==> config.mk <==
export PLATFORM = sky130hd
export DESIGN_NAME = fifo_stream_reader_flat
export DESIGN_NICKNAME = d
export VERILOG_FILES = /design/src/rtl/fifo_stream_reader_if.sv /design/src/rtl/fifo_stream_reader.sv /design/src/flat_wrapper.sv
export SDC_FILE = /design/constraint.sdc
export NUM_CORES = 1
export LEC_CHECK = 0
export ABC_AREA = 1
export CORE_ASPECT_RATIO = 1.1
export CORE_MARGIN = 2
export CORE_UTILIZATION = 40
export CTS_BUF_LIST = sky130_fd_sc_hd__clkbuf_4
export CTS_CLUSTER_SIZE = 12
export DETAILED_ROUTE_END_ITERATION = 12
export GPL_ROUTABILITY_DRIVEN = 0
export PLACE_DENSITY = 0.68
export SLEW_MARGIN = 40
export SYNTH_ARGS = -nofsm -noshare
export SYNTH_HDL_FRONTEND = slang
export SYNTH_SLANG_ARGS = --single-unit
==> constraint.sdc <==
create_clock -name clk -period 1.6 [get_ports clk]
set_input_delay 0.16 -clock clk [delete_from_list [all_inputs] [get_ports clk]]
set_output_delay 0.16 -clock clk [all_outputs]
set_load 0.1 [all_outputs]
==> src/rtl/fifo_stream_reader_if.sv <==
// Handshake bundle for the FIFO read-side master.
// It carries the FIFO pop port (rd_en/dout/empty) and the downstream
// valid/ready stream. The master modport is the reader's view, and the
// slave modport is the environment's view (FIFO plus sink).
interface fifo_stream_reader_if #(
  parameter int DATA_W = 8
);
  logic              fifo_empty;
  logic [DATA_W-1:0] fifo_dout;
  logic              fifo_rd_en;
  logic              m_valid;
  logic [DATA_W-1:0] m_data;
  logic              m_ready;

  modport master (
    input  fifo_empty,
    input  fifo_dout,
    input  m_ready,
    output fifo_rd_en,
    output m_valid,
    output m_data
  );

  modport slave (
    output fifo_empty,
    output fifo_dout,
    output m_ready,
    input  fifo_rd_en,
    input  m_valid,
    input  m_data
  );
endinterface

==> src/rtl/fifo_stream_reader.sv <==
// Read-side master for a synchronous FIFO with a 1-cycle registered read.
// It pops words into a 2-entry skid buffer and presents them as a valid/ready
// stream. A read is only issued when the word it returns is guaranteed a slot.
// That rule lets a continuously ready sink receive one word per clock.
module fifo_stream_reader #(
  parameter int DATA_W = 8,
  parameter int CNT_W  = 16
) (
  input  logic                 clk,
  input  logic                 rst_n,
  input  logic                 en,
  fifo_stream_reader_if.master bus,
  output logic [CNT_W-1:0]     pop_count,
  output logic                 idle
);

  typedef enum logic [1:0] {
    EMPTY = 2'd0,
    ONE   = 2'd1,
    TWO   = 2'd2
  } buf_state_t;

  buf_state_t        state_reg, state_next;
  logic [DATA_W-1:0] head_reg, head_next;
  logic [DATA_W-1:0] tail_reg, tail_next;
  logic              inflight_reg;
  logic [CNT_W-1:0]  pop_count_reg;

  logic              wr;
  logic              pop;
  logic [1:0]        buf_cnt;
  logic [1:0]        occ;
  logic [1:0]        occ_after_pop;

  // A word arrives from the FIFO exactly one cycle after its read strobe.
  assign wr  = inflight_reg;
  assign pop = bus.m_valid && bus.m_ready;

  // Translate the buffer state into a word count for the read-issue rule.
  always_comb begin
    buf_cnt = 2'd0;
    case (state_reg)
      EMPTY:   buf_cnt = 2'd0;
      ONE:     buf_cnt = 2'd1;
      TWO:     buf_cnt = 2'd2;
      default: buf_cnt = 2'd0;
    endcase
  end

  assign occ           = buf_cnt + {1'b0, inflight_reg};
  assign occ_after_pop = occ - {1'b0, pop};

  // Issue a read only if the returning word will still fit after this cycle's pop.
  // The read is gated by rst_n so that no read is issued while reset is held.
  assign bus.fifo_rd_en = rst_n && en && !bus.fifo_empty && (occ_after_pop < 2'd2);

  assign bus.m_valid = (state_reg != EMPTY);
  assign bus.m_data  = head_reg;
  assign pop_count   = pop_count_reg;
  assign idle        = (state_reg == EMPTY) && !inflight_reg;

  // Next-state logic for the skid buffer: a write, a pop, or both at once.
  always_comb begin
    state_next = state_reg;
    head_next  = head_reg;
    tail_next  = tail_reg;
    case (state_reg)
      EMPTY: begin
        if (wr) begin
          head_next  = bus.fifo_dout;
          state_next = ONE;
        end
      end
      ONE: begin
        if (wr && pop) begin
          head_next = bus.fifo_dout;
        end else if (wr) begin
          tail_next  = bus.fifo_dout;
          state_next = TWO;
        end else if (pop) begin
          state_next = EMPTY;
        end
      end
      TWO: begin
        // A write without a pop cannot happen here, because the read rule blocks it.
        if (pop) begin
          head_next = tail_reg;
          if (wr) begin
            tail_next = bus.fifo_dout;
          end else begin
            state_next = ONE;
          end
        end
      end
      default: state_next = EMPTY;
    endcase
  end

  // Update the buffer state and data registers.
  // Reset discards any buffered word.
  always_ff @(posedge clk or negedge rst_n) begin
    if (!rst_n) begin
      state_reg <= EMPTY;
      head_reg  <= '0;
      tail_reg  <= '0;
    end else begin
      state_reg <= state_next;
      head_reg  <= head_next;
      tail_reg  <= tail_next;
    end
  end

  // Track the outstanding FIFO read. Reset drops any word still in flight.
  always_ff @(posedge clk or negedge rst_n) begin
    if (!rst_n) begin
      inflight_reg <= 1'b0;
    end else begin
      inflight_reg <= bus.fifo_rd_en;
    end
  end

  // Count accepted beats. The counter wraps naturally at 2^CNT_W.
  always_ff @(posedge clk or negedge rst_n) begin
    if (!rst_n) begin
      pop_count_reg <= '0;
    end else begin
      pop_count_reg <= pop_count_reg + {{(CNT_W-1){1'b0}}, pop};
    end
  end

endmodule

==> src/flat_wrapper.sv <==
// flat-port wrapper written by rule: the top's interface ports become plain ports
module fifo_stream_reader_flat 
#(
  parameter int DATA_W = 8,
  parameter int CNT_W  = 16
)
  (clk, rst_n, en, pop_count, idle, bus_fifo_empty, bus_fifo_dout, bus_m_ready, bus_fifo_rd_en, bus_m_valid, bus_m_data);
  fifo_stream_reader_if #(.DATA_W(DATA_W)) bus_i ();
  input  logic clk;
  input  logic rst_n;
  input  logic en;
  output logic [CNT_W-1:0] pop_count;
  output logic idle;
  input wire logic [$bits(bus_i.fifo_empty)-1:0] bus_fifo_empty;
  input wire logic [$bits(bus_i.fifo_dout)-1:0] bus_fifo_dout;
  input wire logic [$bits(bus_i.m_ready)-1:0] bus_m_ready;
  output wire logic [$bits(bus_i.fifo_rd_en)-1:0] bus_fifo_rd_en;
  output wire logic [$bits(bus_i.m_valid)-1:0] bus_m_valid;
  output wire logic [$bits(bus_i.m_data)-1:0] bus_m_data;
  assign bus_i.fifo_empty = bus_fifo_empty;
  assign bus_i.fifo_dout = bus_fifo_dout;
  assign bus_i.m_ready = bus_m_ready;
  assign bus_fifo_rd_en = bus_i.fifo_rd_en;
  assign bus_m_valid = bus_i.m_valid;
  assign bus_m_data = bus_i.m_data;
  fifo_stream_reader #(.DATA_W(DATA_W), .CNT_W(CNT_W)) u_core (.clk(clk), .rst_n(rst_n), .en(en), .bus(bus_i), .pop_count(pop_count), .idle(idle));
endmodule
==> impl_results.md <==
- Worst path depth: 9
- Clk buf depth: 2
- IO Count: 40
- Routed vias/inst: 4.79
- HPWL after DPL: 2.78 mm
- Vias in the first global route: 1,578
- Final setup margin: -0.348 ns
- Pwr/cell area: 1990 nW/um^2
- Remaining Overflow, GRT: 0
- Later-pin clock latency in the skew report: 0.34 ns
- Status: finished, violations left
- Synth top cells by count: 60 x nand2_1, 35 x dfrtp_1, 23 x inv_1
- Kind of start point of the critical path: register
- Cells after Synth: 212
- IO Port Bufs: 39
- Top-area cell type share of the netlist area: 48.8%
- Final hold slack: 0.277 ns
- CTS tree: done
- Worst EP arrival: 1.79 ns
- Chip width: 67.8 um
- Wire length after detailed routing: 4.19 mm
- Final hold vios: 0
- Layout cells sized above 1: 44.6%
- Worst vdd ir: 1.34 mV
- Violated checks: setup timing
- Cell mode on critical path: nor2_4
- Area grow syn2layout: 69.7%
- Layout net count: 299
- Initial core utilization: 41.5%
- CP max stage delay: 0.38 ns
- Largest area contributor in the netlist: dfrtp_1
- Fin. max-slew vios: 0
- Cell variety after synth: 23
- Hold-fix buffers, CTS: 0
- Mapped Area: 1790 um^2
- Ant diodes: 0
- DRT iter0 DRCs: 79
- CP Data Required Time: 1.44 ns
- Period minus WS final: 1.95 ns
- Multi-input gate area: 1030 um^2
- CTS Sinks: 35
- Setup CP Type: reg -> out
- Routed Antenna Nets: 0
- Final Cycle Share: 122%
- Sequential area share after synthesis: 48.8%
- CP Buf/Inv Count: 3
- Clock transition at path regs: 0.12 ns
- Die height: 74.2 um
- # fillers: 317
- Max Cap Viol: 0
- Final setup vio count: 22
- CP Cell Sequence: inv_2, buf_6, ha_4, nor2_4, nand3_2, nand2_2, o21bai_2, nor2_4, buf_12
- Row Count: 25
- Post-Syn Area per Cell: 8.46 um^2
- Non-Filler Instances: 334
- Yosys reg bits: 35
- Final setup skew: 0.0108 ns
- Max FO, Critical Path: 2
- Global-route wire length before repair: 6.81 mm
- Area occupied by registers: 893 um^2
- Top delay family on crit path: simple AND/OR/NAND/NOR gates
- Slowest CP cell: dfrtp_1
- Crit end category: output pin
- Post-synth EDFFs: 0
- Worst Reg2Reg Path Length in Cells: 11
- Worst Tran Pin Value: 0.463 ns
- Max FFs per register: 16
- Fmax: 513 MHz
- H-tree depth: 2
- Initial antenna violation count: 0
- Dpl cells: 317
- CTS root buf: clkbuf_4
- RSZ-0062 raised after global routing: true
- Gr usage total: 18.2%
- Vias post-DR: 1,600
- Ys async rst share: 100%
- Post-route cell area: 3040 um^2
- Leakage: 1.38 nW
- TritonCTS Buffers: 5
- Placement Cell Area: 2700 um^2
- Path category of the worst min-delay check: in -> async
- Max transition margin: 69.1%
- Predominant post-synthesis flop cell: dfrtp_1
- Cell with the most instances after synthesis: nand2_1
- 1st-pass router iterations: 4
- Core ar.: 4320 um^2
- Synth Net Count: 232
- Largest net degree at the start of global routing: 36
- Warnings, synthesis: 0
- Die area: 5030 um^2
- DR DRC count: 0
- WL per Instance: 12.6 um
- Top post-synthesis cells by area: dfrtp_1 49%, nand2_1 13%, o21ai_0 5.0%
[layout make-up]
type	instances	area share, %
inverter	26	3.45
timing repair buffer	62	29.4
clock inverter	3	0.493
clock buffer	5	1.23
tap	54	2.22
sequential	35	29.4
multi-input combinational	149	33.8
[placed cells by master, fill, tap and decap left out, drive strengths merged]
cell,instances
nand3,13
nor2,18
dfrtp,35
xnor2,4
nand3b,7
o21bai,1
clkinvlp,1
clkinv,2
buf,50
clkdlybuf4s50,12
nor3,3
inv,26
nand2,60
o21ai,28
ha,7
clkbuf,5
a21boi,1
xor2,4
nand4,3
[routing by layer]
layer	GRT usage (%)	share of wire, %
met2	31.3	53
met1	21.2	41
met3	4.54	3.4
met5	0	0
met4	8.44	2.5
[worst reg2reg max path, cell delays in order (launching register included)]
cell	delay, ns
dfrtp_1	0.38
inv_2	0.06
buf_6	0.13
ha_4	0.18
nor2_4	0.11
buf_4	0.12
buf_6	0.10
nand3b_1	0.14
nor2_4	0.21
nand2_1	0.07
nand2_1	0.06
nand2_1	0.04
[worst paths after layout]
kind,start,endpoint,slack (ns)
max in group asynchronous,rst_n,u_core.pop_count[9],0.97
worst max register to register,u_core.state_reg[0],u_core.pop_count[11],-0.10
min in group clk,bus_fifo_dout[4],u_core.tail_reg[4],0.36
worst min register to register,u_core.tail_reg[1],u_core.tail_reg[1],0.50
worst min-delay path,rst_n,u_core.tail_reg[3],0.28
worst max-delay path,u_core.state_reg[0],bus_fifo_rd_en,-0.35
[power breakdown]
group	internal [W]	total (W)	switching, W
registers	0.00119	0.00154	0.000346
clock network	0.000161	0.000471	0.000310
logic	0.00159	0.00405	0.00246
total	0.00294	0.00606	0.00312
[logic make-up (layout without fill, tap and decap cells)]
family,count (synthesis),after routing,share of synthesized area [%]
AND/OR/NAND/NOR,103,104,26.4
AO/OA/AOI/OAI,30,30,9.07
XOR/XNOR,8,8,3.91
buffers and inverters,29,96,6.91
flip-flops,35,35,48.8
adder cells (fa/ha/maj),7,7,4.88
[what timing repair did]
action	4_1_cts	5_1_grt
buffers inserted	7	4
resized for setup	19	41
setup endpoints to repair	7	32
cloned	0	1
pin swaps	9	10
[per-stage QoR]
stage	utilization (%)	setup TNS (ns)	total power [W]	setup slack, ns
floorplan	-	-3.11	0.00372	-0.294
global placement	62.6	-0.0819	0.00505	-0.0493
detailed placement	62.6	-0.373	0.00510	-0.106
CTS	66.9	-1.45	0.00577	-0.307
global route	70.5	-4.40	0.00635	-0.457
finish	70.5	-1.28	0.00606	-0.348
Power figures use the tool's default switching activity.
